`src/rtl/div_stall_unit.sv`:
```
// ---------------------------------------------------------------------------
// div_stall_unit
//
// Multi-cycle radix-2 restoring divider for the EX stage (DIV / DIVU). This
// unit asks the stall controller to stall the pipeline. It holds
// stallreq_for_ex high while a division is in flight. It drops the request in
// the same cycle that ready rises, so EX advances exactly once with a valid
// {remainder, quotient} pair for the HI/LO write path.
//
// Ports
//   clk             : rising-edge clock
//   rst             : synchronous, active-high reset
//   start           : EX holds a DIV/DIVU; held high until ready is seen
//   annul           : flush, abandon any operation in flight (beats start)
//   signed_div      : 1 = DIV (two's complement), 0 = DIVU
//   opdata1         : dividend, sampled only on acceptance
//   opdata2         : divisor, sampled only on acceptance
//   result          : {remainder, quotient}; upper half -> HI, lower -> LO
//   ready           : result valid (state END)
//   stallreq_for_ex : combinational stall request to the stall controller
//
// Timing, measured from the acceptance cycle (cycle 0):
//   nonzero divisor : ON in cycles 1..WIDTH, ready in cycle WIDTH+1
//   zero divisor    : BYZERO in cycle 1, ready in cycle 2, result = 0
// ---------------------------------------------------------------------------
module div_stall_unit #(
    parameter int WIDTH = 32,
    parameter int CNT_W = 6
) (
    input  logic                 clk,
    input  logic                 rst,
    input  logic                 start,
    input  logic                 annul,
    input  logic                 signed_div,
    input  logic [WIDTH-1:0]     opdata1,
    input  logic [WIDTH-1:0]     opdata2,
    output logic [2*WIDTH-1:0]   result,
    output logic                 ready,
    output logic                 stallreq_for_ex
);

    typedef enum logic [1:0] {
        S_IDLE   = 2'd0,
        S_BYZERO = 2'd1,
        S_ON     = 2'd2,
        S_END    = 2'd3
    } state_t;

    localparam logic [CNT_W-1:0] LAST_CNT = CNT_W'(WIDTH - 1);

    // -----------------------------------------------------------------------
    // Registers
    // -----------------------------------------------------------------------
    state_t               state_q, state_d;
    logic [CNT_W-1:0]     cnt_q, cnt_d;
    logic [WIDTH-1:0]     rem_q, rem_d;     // partial remainder
    logic [WIDTH-1:0]     dvd_q, dvd_d;     // dividend, turns into the quotient
    logic [WIDTH-1:0]     dvs_q, dvs_d;     // divisor magnitude
    logic                 qneg_q, qneg_d;   // negate quotient at the end
    logic                 rneg_q, rneg_d;   // negate remainder at the end
    logic [2*WIDTH-1:0]   result_q, result_d;
    logic                 ready_q, ready_d;

    // -----------------------------------------------------------------------
    // Operand magnitudes. For DIV the operands are negated when negative.
    // |most negative| wraps to itself, and the unsigned path below reads
    // that as 2^(WIDTH-1), which is the value wanted.
    // -----------------------------------------------------------------------
    logic             sign1, sign2;
    logic [WIDTH-1:0] op1_abs, op2_abs;

    assign sign1   = signed_div & opdata1[WIDTH-1];
    assign sign2   = signed_div & opdata2[WIDTH-1];
    assign op1_abs = sign1 ? ({WIDTH{1'b0}} - opdata1) : opdata1;
    assign op2_abs = sign2 ? ({WIDTH{1'b0}} - opdata2) : opdata2;

    // -----------------------------------------------------------------------
    // One restoring step. {rem, dvd} shifts left by one. The divisor is then
    // trial-subtracted from the WIDTH+1-bit shifted remainder. Bit WIDTH of
    // the difference is the borrow: 0 means the subtraction fits.
    // rem < dvs always holds, so a kept difference fits in WIDTH bits.
    // -----------------------------------------------------------------------
    logic [WIDTH:0]   rem_sh;
    logic [WIDTH:0]   trial;
    logic             qbit;
    logic [WIDTH-1:0] rem_step;
    logic [WIDTH-1:0] quo_step;

    assign rem_sh   = {rem_q, dvd_q[WIDTH-1]};
    assign trial    = rem_sh - {1'b0, dvs_q};
    assign qbit     = ~trial[WIDTH];
    assign rem_step = qbit ? trial[WIDTH-1:0] : rem_sh[WIDTH-1:0];
    assign quo_step = {dvd_q[WIDTH-2:0], qbit};

    // Sign correction applied when the last step is loaded into result.
    logic [WIDTH-1:0] quo_final;
    logic [WIDTH-1:0] rem_final;

    assign quo_final = qneg_q ? ({WIDTH{1'b0}} - quo_step) : quo_step;
    assign rem_final = rneg_q ? ({WIDTH{1'b0}} - rem_step) : rem_step;

    // -----------------------------------------------------------------------
    // State register (including the datapath registers)
    // -----------------------------------------------------------------------
    always_ff @(posedge clk) begin
        if (rst) begin
            state_q  <= S_IDLE;
            cnt_q    <= '0;
            rem_q    <= '0;
            dvd_q    <= '0;
            dvs_q    <= '0;
            qneg_q   <= 1'b0;
            rneg_q   <= 1'b0;
            result_q <= '0;
            ready_q  <= 1'b0;
        end else begin
            state_q  <= state_d;
            cnt_q    <= cnt_d;
            rem_q    <= rem_d;
            dvd_q    <= dvd_d;
            dvs_q    <= dvs_d;
            qneg_q   <= qneg_d;
            rneg_q   <= rneg_d;
            result_q <= result_d;
            ready_q  <= ready_d;
        end
    end

    // -----------------------------------------------------------------------
    // Next-state and datapath logic
    // -----------------------------------------------------------------------
    always_comb begin
        state_d  = state_q;
        cnt_d    = cnt_q;
        rem_d    = rem_q;
        dvd_d    = dvd_q;
        dvs_d    = dvs_q;
        qneg_d   = qneg_q;
        rneg_d   = rneg_q;
        result_d = result_q;
        ready_d  = ready_q;

        case (state_q)
            S_IDLE: begin
                ready_d  = 1'b0;
                result_d = '0;
                if (start && !annul) begin
                    if (opdata2 == '0) begin
                        state_d = S_BYZERO;
                    end else begin
                        state_d = S_ON;
                        dvd_d   = op1_abs;
                        dvs_d   = op2_abs;
                        qneg_d  = sign1 ^ sign2;
                        rneg_d  = sign1;
                        cnt_d   = '0;
                        rem_d   = '0;
                    end
                end
            end

            S_BYZERO: begin
                if (annul) begin
                    state_d  = S_IDLE;
                    ready_d  = 1'b0;
                    result_d = '0;
                end else begin
                    state_d  = S_END;
                    ready_d  = 1'b1;
                    result_d = '0;
                end
            end

            S_ON: begin
                if (annul) begin
                    // Flush drops the partial data. The next acceptance
                    // reloads every datapath register anyway.
                    state_d  = S_IDLE;
                    ready_d  = 1'b0;
                    result_d = '0;
                    cnt_d    = '0;
                end else begin
                    rem_d = rem_step;
                    dvd_d = quo_step;
                    cnt_d = cnt_q + CNT_W'(1);
                    if (cnt_q == LAST_CNT) begin
                        state_d  = S_END;
                        ready_d  = 1'b1;
                        result_d = {rem_final, quo_final};
                    end
                end
            end

            S_END: begin
                // While start stays high, a downstream stall is holding the
                // instruction in EX, so the result is kept stable.
                ready_d = 1'b1;
                if (!start || annul) begin
                    state_d  = S_IDLE;
                    ready_d  = 1'b0;
                    result_d = '0;
                end
            end

            default: begin
                state_d  = S_IDLE;
                ready_d  = 1'b0;
                result_d = '0;
            end
        endcase
    end

    // -----------------------------------------------------------------------
    // Outputs. The stall request is combinational so it falls in the same
    // cycle that ready rises.
    // -----------------------------------------------------------------------
    always_comb begin
        stallreq_for_ex = start & ~annul & (state_q != S_END);
        ready           = ready_q;
        result          = result_q;
    end

endmodule

```
`config.mk`:
```
export PLATFORM = sky130hd
export DESIGN_NAME = div_stall_unit
export DESIGN_NICKNAME = d
export VERILOG_FILES = /design/src/rtl/div_stall_unit.sv
export SDC_FILE = /design/constraint.sdc
export NUM_CORES = 1
export LEC_CHECK = 0
export BUFFER_PORTS_ARGS = -buffer_cell sky130_fd_sc_hd__buf_2
export CORE_ASPECT_RATIO = 0.9
export CORE_UTILIZATION = 55
export CTS_CLUSTER_SIZE = 12
export DETAILED_ROUTE_END_ITERATION = 6
export HOLD_SLACK_MARGIN = 0.05
export PLACE_DENSITY = 0.76
export REMOVE_ABC_BUFFERS = 1
export SYNTH_ARGS = -nofsm -noshare
export SYNTH_HDL_FRONTEND = slang
export SYNTH_SLANG_ARGS = --single-unit
```
`constraint.sdc`:
```
create_clock -name clk -period 6.7 [get_ports clk]
set_clock_uncertainty 0.2 [all_clocks]
set_input_delay 1.005 -clock clk [delete_from_list [all_inputs] [get_ports clk]]
set_output_delay 1.005 -clock clk [all_outputs]
set_load 0.005 [all_outputs]
```
==> out/qor.txt, run 1 <==
Drt drc = 0
Antenna Nets Post-Route = 0
Synthesis-stage register bit count = 171
Global-route wire length before repair = 58.7 mm
Synth area leader = dfxtp_1
Clock tree buffer depth = 2
CTS HTree Levels = 4
Chip Width = 160 um
Pin count of the biggest net entering global routing = 78
Total I/O pin count = 135
Hold-fix buffers, CTS = 0
Synth top area share = 27.9%
Yosys Warn Count = 0
Count leader, synth = nand2_1
VDD IR max = 0.000212 V
DP Area = 0.0130 mm^2
Final hold slack = 0.243 ns
Peak Freq = 0.189 GHz
Met2 usage = 50.8%
DP HPWL = 27.0 mm
Flop-to-flop setup slack = 1.40 ns
DR vias = 12500
Synth Instances = 1656
CTS tree = done
Busiest layer in global routing = met2
Async set-reset flop share out of synthesis = 0%
Area grow syn2layout = 10.9%
CP max stage cell = o32ai_1
RSZ-0062 raised after global routing = false
Post-synthesis sequential area ratio = 27.9%
Post-synth top cells = nand2_1, nor2_1, dfxtp_1, a21oi_1, o21ai_0
Synth Cell Area = 0.0123 mm^2
Antenna Cells = 0
CP arrival = 5.42 ns
P_leak = 0.00539 uW
Worst-path fanout max = 16
Number of max-cap violations = 0
Root Driver = clkbuf_16
Routed len/inst = 18.0 um
Slew @ Worst Pin = 1.05 ns
Pwr dens = 304 mW/mm^2
Clock-pin slew on the worst setup and hold paths = 0.07 ns
Yosys cell types = 86
Avg Inst Size Synth = 7.42 um^2
Final GP Congestion = 0.945
Setup CP Type = register to register
DRT iter0 DRCs = 1202
Port Buffers = 134
Cells along the critical path = inv_1 -> ha_1 -> inv_1 -> fa_1 -> a211o_1 -> and3_1 -> o21ai_2 -> a311oi_2 -> o21a_2 -> nor2_4 -> inv_2 -> o21ai_0 -> inv_1 -> ha_1 -> nand2_1 -> nor2_1 -> and4_1 -> o32ai_1 -> o21ai_0 -> xnor2_1 -> o21ai_0
Setup violators final = 0
Total Die Area = 0.0229 mm^2
Initial antenna violation count = 0
Initial Utilization = 56.5%
Final period utilization = 79.2%
Total Routing Usage GR = 31.7%
Die Ht = 144 um
Worst path required time = 6.81 ns
Fin. max-slew vios = 0
Share of layout cells above drive strength 1 = 12.9%
CP max stage delay = 0.61 ns
Clk sinks = 171
Nets = 1836
Post-CTS setup buffers = 0
Critical Path Start Type = register
Remaining global-route overflow = 0
# rows = 51
Finished Cell Area = 0.0136 mm^2
Drt pass-1 iters = 6
Total Wirelength = 36.5 mm
Hold crit path type = register to register
Status = finished clean
Final min period = 5.30 ns
Post-synth EDFFs = 0
Final Hold Viols = 0
Total Power Consumption = 4140 uW
Grt met3 use = 3.92%
GR Layer Usage met1 = 44.5%
Vias in the first global route = 11200
Core ar. = 0.0218 mm^2
CTS buffer count = 17
Prevailing post-synth register cell = dfxtp_1
Largest cells by area after synthesis = dfxtp_1, nand2_1, nor2_1
Resized Gates After CTS = 0
Via density = 6.16
Clk Latency, worst-skew pair = 0.44 ns
Crit end category = register
Worst rel slew slack = 29.9%
stage by stage:
| step | TNS, ns | cells | utilization [%] | setup slack, ns |
|---|---|---|---|---|
| final | 0 | 2030 | 62.6 | 1.40 |
| after global routing | 0 | 2030 | 62.6 | 1.04 |
| after CTS | 0 | 2030 | 62.6 | 1.50 |
| after detailed placement | 0 | 1998 | 60.0 | 1.52 |
| after global placement | 0 | 1998 | 60.0 | 1.66 |
| after floorplan | -30.33 | 1555 | - | -0.624 |
per-layer routing:
layer / vias to the layer above / part of all wire, %
met4: 0 / 2.1
li1: 6123 / -
met3: 56 / 7.2
met5: - / 0
met2: 519 / 45
met1: 5814 / 46
final cells by class:
class                   instances  area [um^2]
multi-input cells            1329         8250
fillers                      1972         8130
flip-flops and latches        171         3420
repair buffers                152          808
clock buffers                  18          429
well taps                     291          364
inverters                      55          206
clock inverters                14          151
worst paths after layout:
check / end / start / depth (start not counted)
worst max-delay path: result[52] / dvd_q[31] / 21
worst min-delay path: result[59] / result[59] / 2
worst max register to register: result[52] / dvd_q[31] / 21
worst min register to register: result[59] / result[59] / 2
critical path, delay by kind of cell, from the launching register on:
family,cells,cell delay (ns)
compound gates,8,2.28
xor+xnor,1,0.17
fa+ha+maj,3,0.86
buf+inv,4,0.32
flops,1,0.32
simple gates,5,1.01
cells by family (layout without fill, tap and decap cells):
group / count (synthesis) / count (layout) / synth area share, %
xor+xnor: 132 / 132 / 9.41
mux: 31 / 31 / 2.62
compound gates: 514 / 514 / 28.0
fa+ha+maj: 41 / 41 / 4.24
buf+inv: 156 / 239 / 5.20
flops: 171 / 171 / 27.9
simple gates: 611 / 611 / 22.7
power breakdown:
group	total, uW	switching, uW	internal, uW
clock network	989	490	499
logic	1920	1270	646
registers	1230	111	1120
placed cells by master, fill, tap and decap left out, types with 6 or more instances in the layout:
cell         n
nand2_1    214
nor2_1     193
dfxtp_1    171
buf_2      133
a21oi_1    120
o21ai_0    114
xor2_1      67
xnor2_1     65
inv_1       54
a211oi_1    54
nor3_1      49
a22oi_1     40
ha_1        39
o31ai_1     29
nand3_1     25
mux2i_1     25
or3_1       22
o21ai_1     20
buf_4       19
a21o_1      18
clkbuf_16   17
nand4_1     14
nor4_1      14
and2_1      13
o41ai_1     13
o21a_1      11
or4_1       11
and3_1      10
nor2b_1     10
and4_1       8
a31oi_1      8
a211o_1      6
inv_8        6
registers in the layout, indices dropped and copies added, names as in the netlist:
signal,flops
ready,1
dvs_q,32
rneg_q,1
rem_q,32
result,64
state_q,2
dvd_q,32
cnt_q,6
qneg_q,1
Power figures use the tool's default switching activity.
==> run 2: changes to the inputs <==
Settings changed: CORE_UTILIZATION 55 to 54, PLACE_DENSITY 0.76 to 0.77.
Clock period 6.7 ns to 4.81 ns, I/O delays scaled along.
==> out/qor.txt, run 2 (synthesis results as in run 1) <==
FF-to-FF End = result[63]
Finished Layout Cells = 2051 (+1.0%)
Final min period = 4.55 ns (-0.752 ns)
DRT iter0 DRCs = 1366 (+14%)
Fill cells = 2005 (+1.7%)
Finished Cell Area = 0.0139 mm^2 (+1.8%)
DP HPWL = 28.3 mm (+4.7%)
Nets = 1857 (+1.1%)
Antenna Cells = 0 (unchanged)
Via density = 6.25 (+1.4%)
Antenna Nets Post-Route = 0 (unchanged)
Hold depth = 2 (unchanged)
Final GP Congestion = 0.928 (-1.8%)
Total I/O pin count = 135 (unchanged)
Crit end category = register
CTS buffer count = 17 (unchanged)
Total Die Area = 0.0234 mm^2 (+1.8%)
Routed len/inst = 18.5 um (+3.0%)
Post-Place Cells = 2019 (+1.1%)
VDD IR max = 0.000306 V (+44%)
CTS HTree Levels = 4 (unchanged)
Critical Path Start Type = register
Core Util, Final = 63.2% (+0.60 points)
Post-CTS setup buffers = 0 (unchanged)
Final hold slack = 0.248 ns (+0.00471 ns)
Pin count of the biggest net entering global routing = 69 (-12%)
Drt pass-1 iters = 5 (-1)
Worst rel slew slack = 39.1% (+9.2 points)
P_leak = 0.00553 uW (+2.5%)
Initial Utilization = 56.0% (-0.49 points)
CP arrival = 4.69 ns (-0.73 ns)
Max FFs per register = 64 (unchanged)
Chip Width = 161 um (+0.91%)
Final Hold Viols = 0 (unchanged)
Vias in the first global route = 11800 (+5.2%)
Peak Freq = 0.220 GHz (+17%)
Setup CP Type = register to register
Status = finished clean
Hold-fix buffers, CTS = 0 (unchanged)
Fin. max-slew vios = 0 (unchanged)
R2R Path Start = dvd_q[31]
Worst R2R Path Depth = 15 (-29%)
Hold crit path type = register to register
Setup violators final = 0 (unchanged)
Share of layout cells above drive strength 1 = 14.1% (+1.3 points)
Min-Delay Startpoint = result[59]
Commonest cells after routing, fill and taps aside = nand2_1, nor2_1, dfxtp_1
Clk Latency, worst-skew pair = 0.45 ns (about the same)
Total Power Consumption = 5990 uW (+45%)
Flop-to-flop setup slack = 0.26 ns (-1.14 ns)
Root Driver = clkbuf_16
Clk sinks = 171 (unchanged)
Commonest non-fill, non-tap cell in the layout = nand2_1
Drt drc = 0 (unchanged)
Initial antenna violation count = 0 (unchanged)
Die Ht = 145 um (+0.91%)
Clock-pin slew on the worst setup and hold paths = 0.08 ns (about the same)
Global-route wire length before repair = 61.0 mm (+4.0%)
DR vias = 12800 (+2.4%)
Slew @ Worst Pin = 0.905 ns (-0.143 ns)
Total Routing Usage GR = 32.2% (+0.54 points)
Core ar. = 0.0220 mm^2 (+0.88%)
Pwr dens = 432 mW/mm^2 (+42%)
# rows = 51 (unchanged)
Total Wirelength = 38.0 mm (+4.1%)
Remaining global-route overflow = 0 (unchanged)
Clock tree buffer depth = 2 (unchanged)
Area grow syn2layout = 13.0%
Worst path required time = 4.95 ns (-1.86 ns)
Final period utilization = 94.6% (+15 points)
CTS tree = done
Sequential Area = 0.00342 mm^2 (unchanged)
Number of max-cap violations = 0 (unchanged)
DP Area = 0.0132 mm^2 (+1.3%)
WHS Endpoint = result[59]
Area taken by multi-input logic gates = 0.00828 mm^2 (+0.39%)
Worst-path fanout max = 7 (-9)
Port Buffers = 134 (unchanged)
run 2: timing repair:
item                       4_1_cts  5_1_grt
setup endpoints to repair        0       12
resized for setup                0        6
hold endpoints to repair         0        0
run 2: critical path: stages, from the launching register on:
cell and delay [ns]:
dfxtp_1 0.33, inv_1 0.08, ha_1 0.19, inv_1 0.06
fa_1 0.42, a211o_1 0.30, buf_4 0.16, a21oi_4 0.22
o21a_1 0.21, o22ai_1 0.11, a2111oi_1 0.68, nor4b_2 0.48
a22oi_1 0.34, o311a_1 0.42, a41oi_1 0.18, nand2_1 0.08
run 2: how the worst max path moves through the flow:
stage	from	end	slack, ns
6_report	dvd_q[31]	result[63]	0.26
5_1_grt	dvd_q[31]	result[44]	-0.04
4_1_cts	dvd_q[31]	result[60]	0.12
3_5_place_dp	dvd_q[31]	result[60]	0.14
3_3_place_gp	dvd_q[31]	result[52]	0.27
2_1_floorplan	opdata2[0]	dvd_q[0]	-2.23
run 2: stage by stage:
step	setup WS (ns)	TNS (ns)
floorplan	-2.23	-171.69
global placement	0.274	0
detailed placement	0.144	0
CTS	0.122	0
global route	-0.0419	-0.0775
finish	0.258	0
run 2: final cells by class:
| type | instances | area share [%] |
|---|---|---|
| Multi-Input combinational cell | 1329 | 59.6 |
| Sequential cell | 171 | 24.7 |
| Timing Repair Buffer | 173 | 7.08 |
| Clock buffer | 17 | 3.06 |
| Tap cell | 291 | 2.62 |
| Inverter | 55 | 1.49 |
| Clock inverter | 15 | 1.44 |
run 2: layer usage:
layer	vias to the layer above	track usage, %	share of wire, %
met5	-	0	0
met2	583	49.2	44
li1	6156	-	-
met4	0	11.5	2.7
met3	70	5.37	8.0
met1	6007	45.3	45
run 2: power by group:
part | switching, uW | internal, uW | leakage [uW]
clock | 716 | 756 | 0.000304
combinational | 1840 | 963 | 0.00384
sequential | 157 | 1560 | 0.00139
